### src/rtl/output_display.sv
// output_display: captures result bytes from the core, converts each one to
// three BCD digits with an 8-cycle sequential double-dabble, and scans the
// result onto a 4-digit multiplexed seven-segment display (an[0] = ones,
// an[3] = sign). A single-entry pending buffer holds the most recent byte
// that arrives while a conversion is running.
//
// Optional feature macro: SIGNED_DISPLAY_EN
//   defined   : data_in is two's complement; the magnitude is converted and
//               digit 3 shows a minus sign for negative bytes.
//   undefined : data_in is unsigned 0..255; digit 3 is always blank.
//
// REFRESH_DIV is the number of clock cycles each digit is driven and must
// be at least 2.
`timescale 1ns/1ps

module output_display #(
    parameter int REFRESH_DIV = 1024
) (
    input  logic       clk,
    input  logic       rst,
    input  logic       load,
    input  logic [7:0] data_in,
    output logic       busy,
    output logic [7:0] value_out,
    output logic [6:0] seg,
    output logic [3:0] an
);

    localparam int CNT_W = (REFRESH_DIV > 2) ? $clog2(REFRESH_DIV) : 1;
    localparam logic [CNT_W-1:0] SCAN_LAST = CNT_W'(REFRESH_DIV - 1);

    localparam logic [6:0] SEG_BLANK = 7'b0000000;
    localparam logic [6:0] SEG_MINUS = 7'b1000000;

    typedef enum logic {
        IDLE    = 1'b0,
        CONVERT = 1'b1
    } state_t;

    // ------------------------------------------------------------------
    // Helper functions
    // ------------------------------------------------------------------

    // Double-dabble correction: a BCD nibble of 5 or more gets +3 so the
    // following left shift carries correctly into the next decade.
    function automatic logic [3:0] add3(input logic [3:0] nib);
        return (nib >= 4'd5) ? 4'(nib + 4'd3) : nib;
    endfunction

    // Decimal digit to segment pattern {g,f,e,d,c,b,a}, active-high.
    function automatic logic [6:0] seg_code(input logic [3:0] d);
        logic [6:0] s;
        case (d)
            4'd0:    s = 7'b0111111;
            4'd1:    s = 7'b0000110;
            4'd2:    s = 7'b1011011;
            4'd3:    s = 7'b1001111;
            4'd4:    s = 7'b1100110;
            4'd5:    s = 7'b1101101;
            4'd6:    s = 7'b1111101;
            4'd7:    s = 7'b0000111;
            4'd8:    s = 7'b1111111;
            4'd9:    s = 7'b1101111;
            default: s = SEG_BLANK;
        endcase
        return s;
    endfunction

`ifdef SIGNED_DISPLAY_EN
    // Magnitude of a two's complement byte. -128 wraps to 8'h80, which
    // reads back as 128 when treated as unsigned, so it displays correctly.
    function automatic logic [7:0] magnitude(input logic signed [7:0] v);
        logic signed [7:0] neg;
        neg = -v;
        return v[7] ? neg : v;
    endfunction
`endif

    // ------------------------------------------------------------------
    // State and storage
    // ------------------------------------------------------------------
    state_t      state;
    state_t      state_nxt;

    logic [7:0]  bin;        // binary bits still to be shifted into bcd
    logic [11:0] bcd;        // {hundreds, tens, ones} being built
    logic [2:0]  iter;       // shifts already performed on this byte
    logic [7:0]  cur_byte;   // byte under conversion, reported on completion
    logic [7:0]  pend_byte;
    logic        pending;

    logic [3:0]  disp_h;
    logic [3:0]  disp_t;
    logic [3:0]  disp_o;

`ifdef SIGNED_DISPLAY_EN
    logic        cur_sign;
    logic        disp_sign;
`endif

    logic [CNT_W-1:0] scan_cnt;
    logic [1:0]       dig_idx;   // digit that will be driven at the next wrap

    // Control decoded from the FSM
    logic        last_iter;
    logic        start_new;
    logic        pend_wr;
    logic [7:0]  start_byte;

    // Datapath
    logic [11:0] bcd_adj;
    logic [11:0] bcd_step;
    logic [7:0]  bin_step;
    logic        unused_bcd_msb;

    logic [3:0]  an_nxt;
    logic [6:0]  seg_nxt;

    // ------------------------------------------------------------------
    // FSM
    // ------------------------------------------------------------------

    // State register.
    always_ff @(posedge clk or negedge rst) begin
        if (!rst) begin
            state <= IDLE;
        end else begin
            state <= state_nxt;
        end
    end

    // Next state: stay in CONVERT while there is anything left to convert.
    always_comb begin
        state_nxt = state;
        case (state)
            IDLE: begin
                if (load) begin
                    state_nxt = CONVERT;
                end
            end
            CONVERT: begin
                if (last_iter && !pending && !load) begin
                    state_nxt = IDLE;
                end
            end
            default: state_nxt = IDLE;
        endcase
    end

    // FSM outputs: busy flag and conversion start / pending-buffer strobes.
    always_comb begin
        busy      = (state == CONVERT);
        last_iter = (state == CONVERT) && (iter == 3'd7);
        // A new conversion starts from IDLE on load, or back-to-back on the
        // completion edge when a byte is pending or arriving right then.
        start_new = ((state == IDLE) && load) ||
                    (last_iter && (pending || load));
        // The pending byte has priority on the completion edge; otherwise
        // the byte on data_in is started directly.
        start_byte = ((state == CONVERT) && pending) ? pend_byte : data_in;
        // Loads while busy go to the pending slot, except a load on the
        // completion edge with nothing pending, which starts at once.
        pend_wr   = load && (state == CONVERT) && !(last_iter && !pending);
    end

    // ------------------------------------------------------------------
    // Double-dabble step
    // ------------------------------------------------------------------

    // One add-3-then-shift iteration on {bcd, bin}.
    always_comb begin
        bcd_adj  = {add3(bcd[11:8]), add3(bcd[7:4]), add3(bcd[3:0])};
        bcd_step = {bcd_adj[10:0], bin[7]};
        bin_step = {bin[6:0], 1'b0};
        // The top bit shifts out; it is never set for inputs up to 255.
        unused_bcd_msb = bcd_adj[11];
    end

    // Conversion registers, pending buffer and completed-result registers.
    always_ff @(posedge clk or negedge rst) begin
        if (!rst) begin
            bin       <= '0;
            bcd       <= '0;
            iter      <= '0;
            cur_byte  <= '0;
            pend_byte <= '0;
            pending   <= 1'b0;
            value_out <= '0;
            disp_h    <= '0;
            disp_t    <= '0;
            disp_o    <= '0;
`ifdef SIGNED_DISPLAY_EN
            cur_sign  <= 1'b0;
            disp_sign <= 1'b0;
`endif
        end else begin
            if (start_new) begin
`ifdef SIGNED_DISPLAY_EN
                bin      <= magnitude(start_byte);
                cur_sign <= start_byte[7];
`else
                bin      <= start_byte;
`endif
                bcd      <= '0;
                iter     <= '0;
                cur_byte <= start_byte;
            end else if (state == CONVERT) begin
                bin  <= bin_step;
                bcd  <= bcd_step;
                iter <= 3'(iter + 3'd1);
            end

            // The eighth shift lands directly in the display registers.
            if (last_iter) begin
                disp_h    <= bcd_step[11:8];
                disp_t    <= bcd_step[7:4];
                disp_o    <= bcd_step[3:0];
                value_out <= cur_byte;
`ifdef SIGNED_DISPLAY_EN
                disp_sign <= cur_sign;
`endif
            end

            if (pend_wr) begin
                pend_byte <= data_in;
                pending   <= 1'b1;
            end else if (last_iter) begin
                pending   <= 1'b0;
            end
        end
    end

    // ------------------------------------------------------------------
    // Display scan
    // ------------------------------------------------------------------

    // Digit enable and segment pattern for the digit selected by dig_idx,
    // with leading-zero blanking on tens and hundreds.
    always_comb begin
        an_nxt = ~(4'b0001 << dig_idx);
        case (dig_idx)
            2'd0: seg_nxt = seg_code(disp_o);
            2'd1: seg_nxt = ((disp_h == 4'd0) && (disp_t == 4'd0)) ?
                            SEG_BLANK : seg_code(disp_t);
            2'd2: seg_nxt = (disp_h == 4'd0) ? SEG_BLANK : seg_code(disp_h);
`ifdef SIGNED_DISPLAY_EN
            default: seg_nxt = disp_sign ? SEG_MINUS : SEG_BLANK;
`else
            default: seg_nxt = SEG_BLANK;
`endif
        endcase
    end

    // Dwell counter; on each wrap drive the selected digit and move on, so
    // the first drive after reset is digit 0 at the REFRESH_DIV-th edge.
    always_ff @(posedge clk or negedge rst) begin
        if (!rst) begin
            scan_cnt <= '0;
            dig_idx  <= '0;
            an       <= 4'b1111;
            seg      <= SEG_BLANK;
        end else if (scan_cnt == SCAN_LAST) begin
            scan_cnt <= '0;
            dig_idx  <= 2'(dig_idx + 2'd1);
            an       <= an_nxt;
            seg      <= seg_nxt;
        end else begin
            scan_cnt <= CNT_W'(scan_cnt + CNT_W'(1));
        end
    end

endmodule

### config.mk
export PLATFORM = sky130hd
export DESIGN_NAME = output_display
export DESIGN_NICKNAME = d
export VERILOG_FILES = /design/src/rtl/output_display.sv
export SDC_FILE = /design/constraint.sdc
export NUM_CORES = 1
export LEC_CHECK = 0
export ABC_AREA = 1
export CAP_MARGIN = 25
export CORE_MARGIN = 10
export CORE_UTILIZATION = 45
export DETAILED_ROUTE_END_ITERATION = 10
export GPL_TIMING_DRIVEN = 0
export PLACE_DENSITY = 0.71
export SETUP_SLACK_MARGIN = 0.02
export SLEW_MARGIN = 20
export SYNTH_ARGS = -nofsm -noshare
export SYNTH_HDL_FRONTEND = slang
export SYNTH_SLANG_ARGS = --single-unit
### constraint.sdc
create_clock -name clk -period 4.18 [get_ports clk]
set_clock_uncertainty 0.15 [all_clocks]
set_input_delay 0.836 -clock clk [delete_from_list [all_inputs] [get_ports clk]]
set_output_delay 0.836 -clock clk [all_outputs]
set_load 0.01 [all_outputs]
==> flow_metrics.py <==
metrics = {
    "synth": {
        "yosys_warnings": 0,
        "synth_top_family_by_area": "simple AND/OR/NAND/NOR gates",
        "synth_seq_cells": 84,
        "post_synth_num_cell_types": 29,
        "ys_seq_area_share_pct": 49.1,
        "netlist_area_sq_um": 4300,
        "synth-xor-area-share_pct": 1.84,
        "synth_adder_area_share_pct": 8.45,
        "synth_simple_gate_area_share_pct": 21.4,
        "synth_fp_nets": 556,
        "syn_area_per_cell_sq_um": 8.32,
        "synth_cells": 516,
        "synth_compound_area_share_pct": 11.4,
        "synth_mux_area_share_pct": 0,
    },
    "finish": {
        "multiInputGateArea_sq_um": 1850,
        "final_common_cell": "nand2_1",
        "drive_gt1_share_pct": 7.30,
        "final_cell_mix": "159 x nand2_1, 80 x dfrtp_1, 67 x inv_1",
        "post-route-util_pct": 53.8,
        "area_delta_synth_final_pct": 16.3,
        "antenna_cells": 0,
        "n_fill_cell": 887,
        "finalNonFillerCells": 691,
        "area.sequential_sq_um": 2110,
        "final_nets": 598,
    },
    "sta": {
        "tightestPinTransition_ns": 0.535,
        "setup-tns-final_ns": 0,
        "finalCritPeriodShare_pct": 57.9,
        "fin_crit_ns": 2.42,
        "fmax_ghz": 0.413,
        "maxSlewHeadroom_pct": 64.0,
        "setup_viol": 0,
        "rsz0062_at_grt": "no",
        "maxSlewViolCount": 0,
        "hold_viol": 0,
    },
    "floorplanning": {
        "pin_count": 31,
        "rows": 35,
        "chipWidth_um": 118,
        "core_area_sq_um": 9280,
        "dieArea_sq_um": 13900,
        "start_util_pct": 46.3,
        "die_y_um": 118,
    },
    "placed_design": {
        "gp_congestion": 0.887,
        "io_buffers": 30,
        "dp_cells": 676,
        "hpwl_um": 6610,
    },
    "critical_path": {
        "path_cells": "clkdlybuf4s50_1",
        "cp.required_ns": 3.19,
        "worst-path-buf-inv": 1,
        "end_kind": "primary output",
        "crit_fanout": 2,
        "cp_slowest_stage_delay_ns": 0.55,
        "critical_path_arrival_ns": 1.43,
        "slowest_stage": "clkdlybuf4s50_1",
        "worstSetupPathType": "register to primary output",
        "path_delay_family": "buffers and inverters",
        "start_kind": "register",
    },
    "power": {
        "power_frac_comb_pct": 39.3,
        "p_per_area_nw_per_um2": 607,
        "power_frac_clock_pct": 20.9,
        "pwr-share-seq_pct": 39.7,
        "power_w": 0.00304,
        "p_int_w": 0.00185,
        "p_sw_w": 0.00118,
        "power.leakage_nw": 2.52,
        "peakVddDrop_v": 0.000240,
        "switching_share_pct": 39.0,
    },
    "cts": {
        "clkSinkCount": 84,
        "numCtsBuffers": 9,
        "clkSlewWorstSetupHoldPaths_ns": 0.09,
        "clockRootBuffer": "clkbuf_8",
        "cts_max_level": 3,
        "post_cts_resized": 0,
        "clk_path_buf_depth": 2,
        "cts_setup_buffers": 0,
        "clk_latency_ns": 0.34,
        "cts_tree": "built",
        "hold_buffers": 0,
    },
    "global_routing": {
        "grt-ovfl-total": 0,
        "grt_pass1_wl_um": 15400,
        "grt_max_degree": 55,
        "antenna_found_initial": 0,
        "track_usage_pct": 12.9,
        "grt_pass1_vias": 3440,
    },
    "routing": {
        "firstDrtPassIters": 5,
        "avgRoutedWirePerCell_um": 12.7,
        "routed_wl_um": 8770,
        "drc_errors": 0,
        "first_iter_violations": 162,
        "vias": 3425,
        "via_per_inst": 4.96,
        "ant_nets": 0,
    },
    "outcome": {
        "outcome": "finished clean",
    },
    "hold_path": {
        "holdCritPathClass": "input pin to async pin",
    },
    "run": {
        "max_cap_violations": 0,
    },
}
## synth_stat cells
| cell | number | area share [%] |
|---|---|---|
| nand4_2 | 1 | 0.29 |
| buf_4 | 2 | 0.35 |
| o22ai_1 | 10 | 1.5 |
| nor3_1 | 1 | 0.12 |
| o21ai_0 | 63 | 7.3 |
| o211ai_1 | 5 | 0.87 |
| nor2_4 | 1 | 0.26 |
| ha_1 | 29 | 8.4 |
| a21boi_0 | 3 | 0.52 |
| or2_2 | 2 | 0.29 |
| a21boi_1 | 1 | 0.17 |
| nand2_2 | 1 | 0.15 |
| buf_6 | 1 | 0.26 |
| nor2_2 | 1 | 0.15 |
| o21ai_2 | 1 | 0.20 |
| o21ai_1 | 1 | 0.12 |
| clkbuf_1 | 3 | 0.26 |
| buf_2 | 6 | 0.70 |
| dfrtp_1 | 80 | 47 |
| xor2_1 | 9 | 1.8 |
| nand3_1 | 45 | 5.2 |
| a31oi_1 | 1 | 0.15 |
| o21ai_4 | 1 | 0.38 |
| nor2_1 | 12 | 1.0 |
| dfstp_2 | 4 | 2.4 |
| inv_1 | 67 | 5.9 |
| a21oi_1 | 2 | 0.23 |
| inv_2 | 4 | 0.35 |
| nand2_1 | 159 | 14 |
## worst paths after layout
path / start / to / slack, ns / cells after the start
setup / recovery: an[3]$_DFFE_PN1N_ / an[3] / 1.76 / 1
hold / removal: rst / scan_cnt[2]$_DFF_PN0_ / 0.26 / 1
setup reg to reg: iter[0]$_DFFE_PN0P_ / disp_h[1]$_DFFE_PN0P_ / 2.21 / 6
hold reg to reg: an[3]$_DFFE_PN1N_ / an[3]$_DFFE_PN1N_ / 0.33 / 2
max in group asynchronous: rst / busy$_DFF_PN0_ / 3.02 / 2
min in group clk: an[3]$_DFFE_PN1N_ / an[3]$_DFFE_PN1N_ / 0.33 / 2
## per-stage QoR
step                cell area (sq um)  hold slack [ns]  setup WS, ns
floorplan                        4300            0.296          2.50
global placement                 4760            0.313        -0.881
detailed placement               4780            0.317          1.83
CTS                              5000            0.265          1.72
global route                     5000            0.286          1.70
finish                           5000            0.262          1.76
## power groups by stage
stage,Combinational (W),Clock (W),Sequential [W]
finish,0.00119,0.000635,0.00121
global route,0.00139,0.000688,0.00124
CTS,0.00120,0.000652,0.00120
detailed placement,0.00119,0,0.00122
global placement,0.00113,0,0.00121
floorplan,0.000843,0,0.00120
## flip-flops by register name, indices dropped and copies added, names as in the netlist
register	flops
an	4
value_out	8
bcd	12
scan_cnt	10
iter	3
cur_byte	8
disp_o	4
pend_byte	8
disp_t	4
dig_idx	2
busy	1
seg	7
bin	8
disp_h	4
pending	1
## per-layer routing
| metal | share of wire (%) | vias up | routed length, um | GRT usage, % |
|---|---|---|---|---|
| met5 | 0 | - | 0 | 0 |
| met4 | 2.1 | 0 | 187 | 5.41 |
| met3 | 3.4 | 19 | 296 | 3.17 |
| met2 | 49 | 61 | 4340 | 21.9 |
| met1 | 45 | 1618 | 3950 | 15.1 |
| li1 | - | 1727 | - | - |
## cell families after synthesis
family / after synthesis
simple gates: 223
fa+ha+maj: 29
xor+xnor: 9
flops: 84
buf+inv: 83
compound gates: 88
## final cells by class
| class | instances | area share (%) |
|---|---|---|
| Sequential cell | 84 | 42.2 |
| Multi-Input combinational cell | 349 | 37.1 |
| Timing Repair Buffer | 31 | 6.51 |
| Inverter | 71 | 5.33 |
| Tap cell | 129 | 3.23 |
| Clock buffer | 11 | 2.83 |
| Clock inverter | 4 | 1.48 |
| Buffer | 12 | 1.35 |
Power figures use the tool's default switching activity.
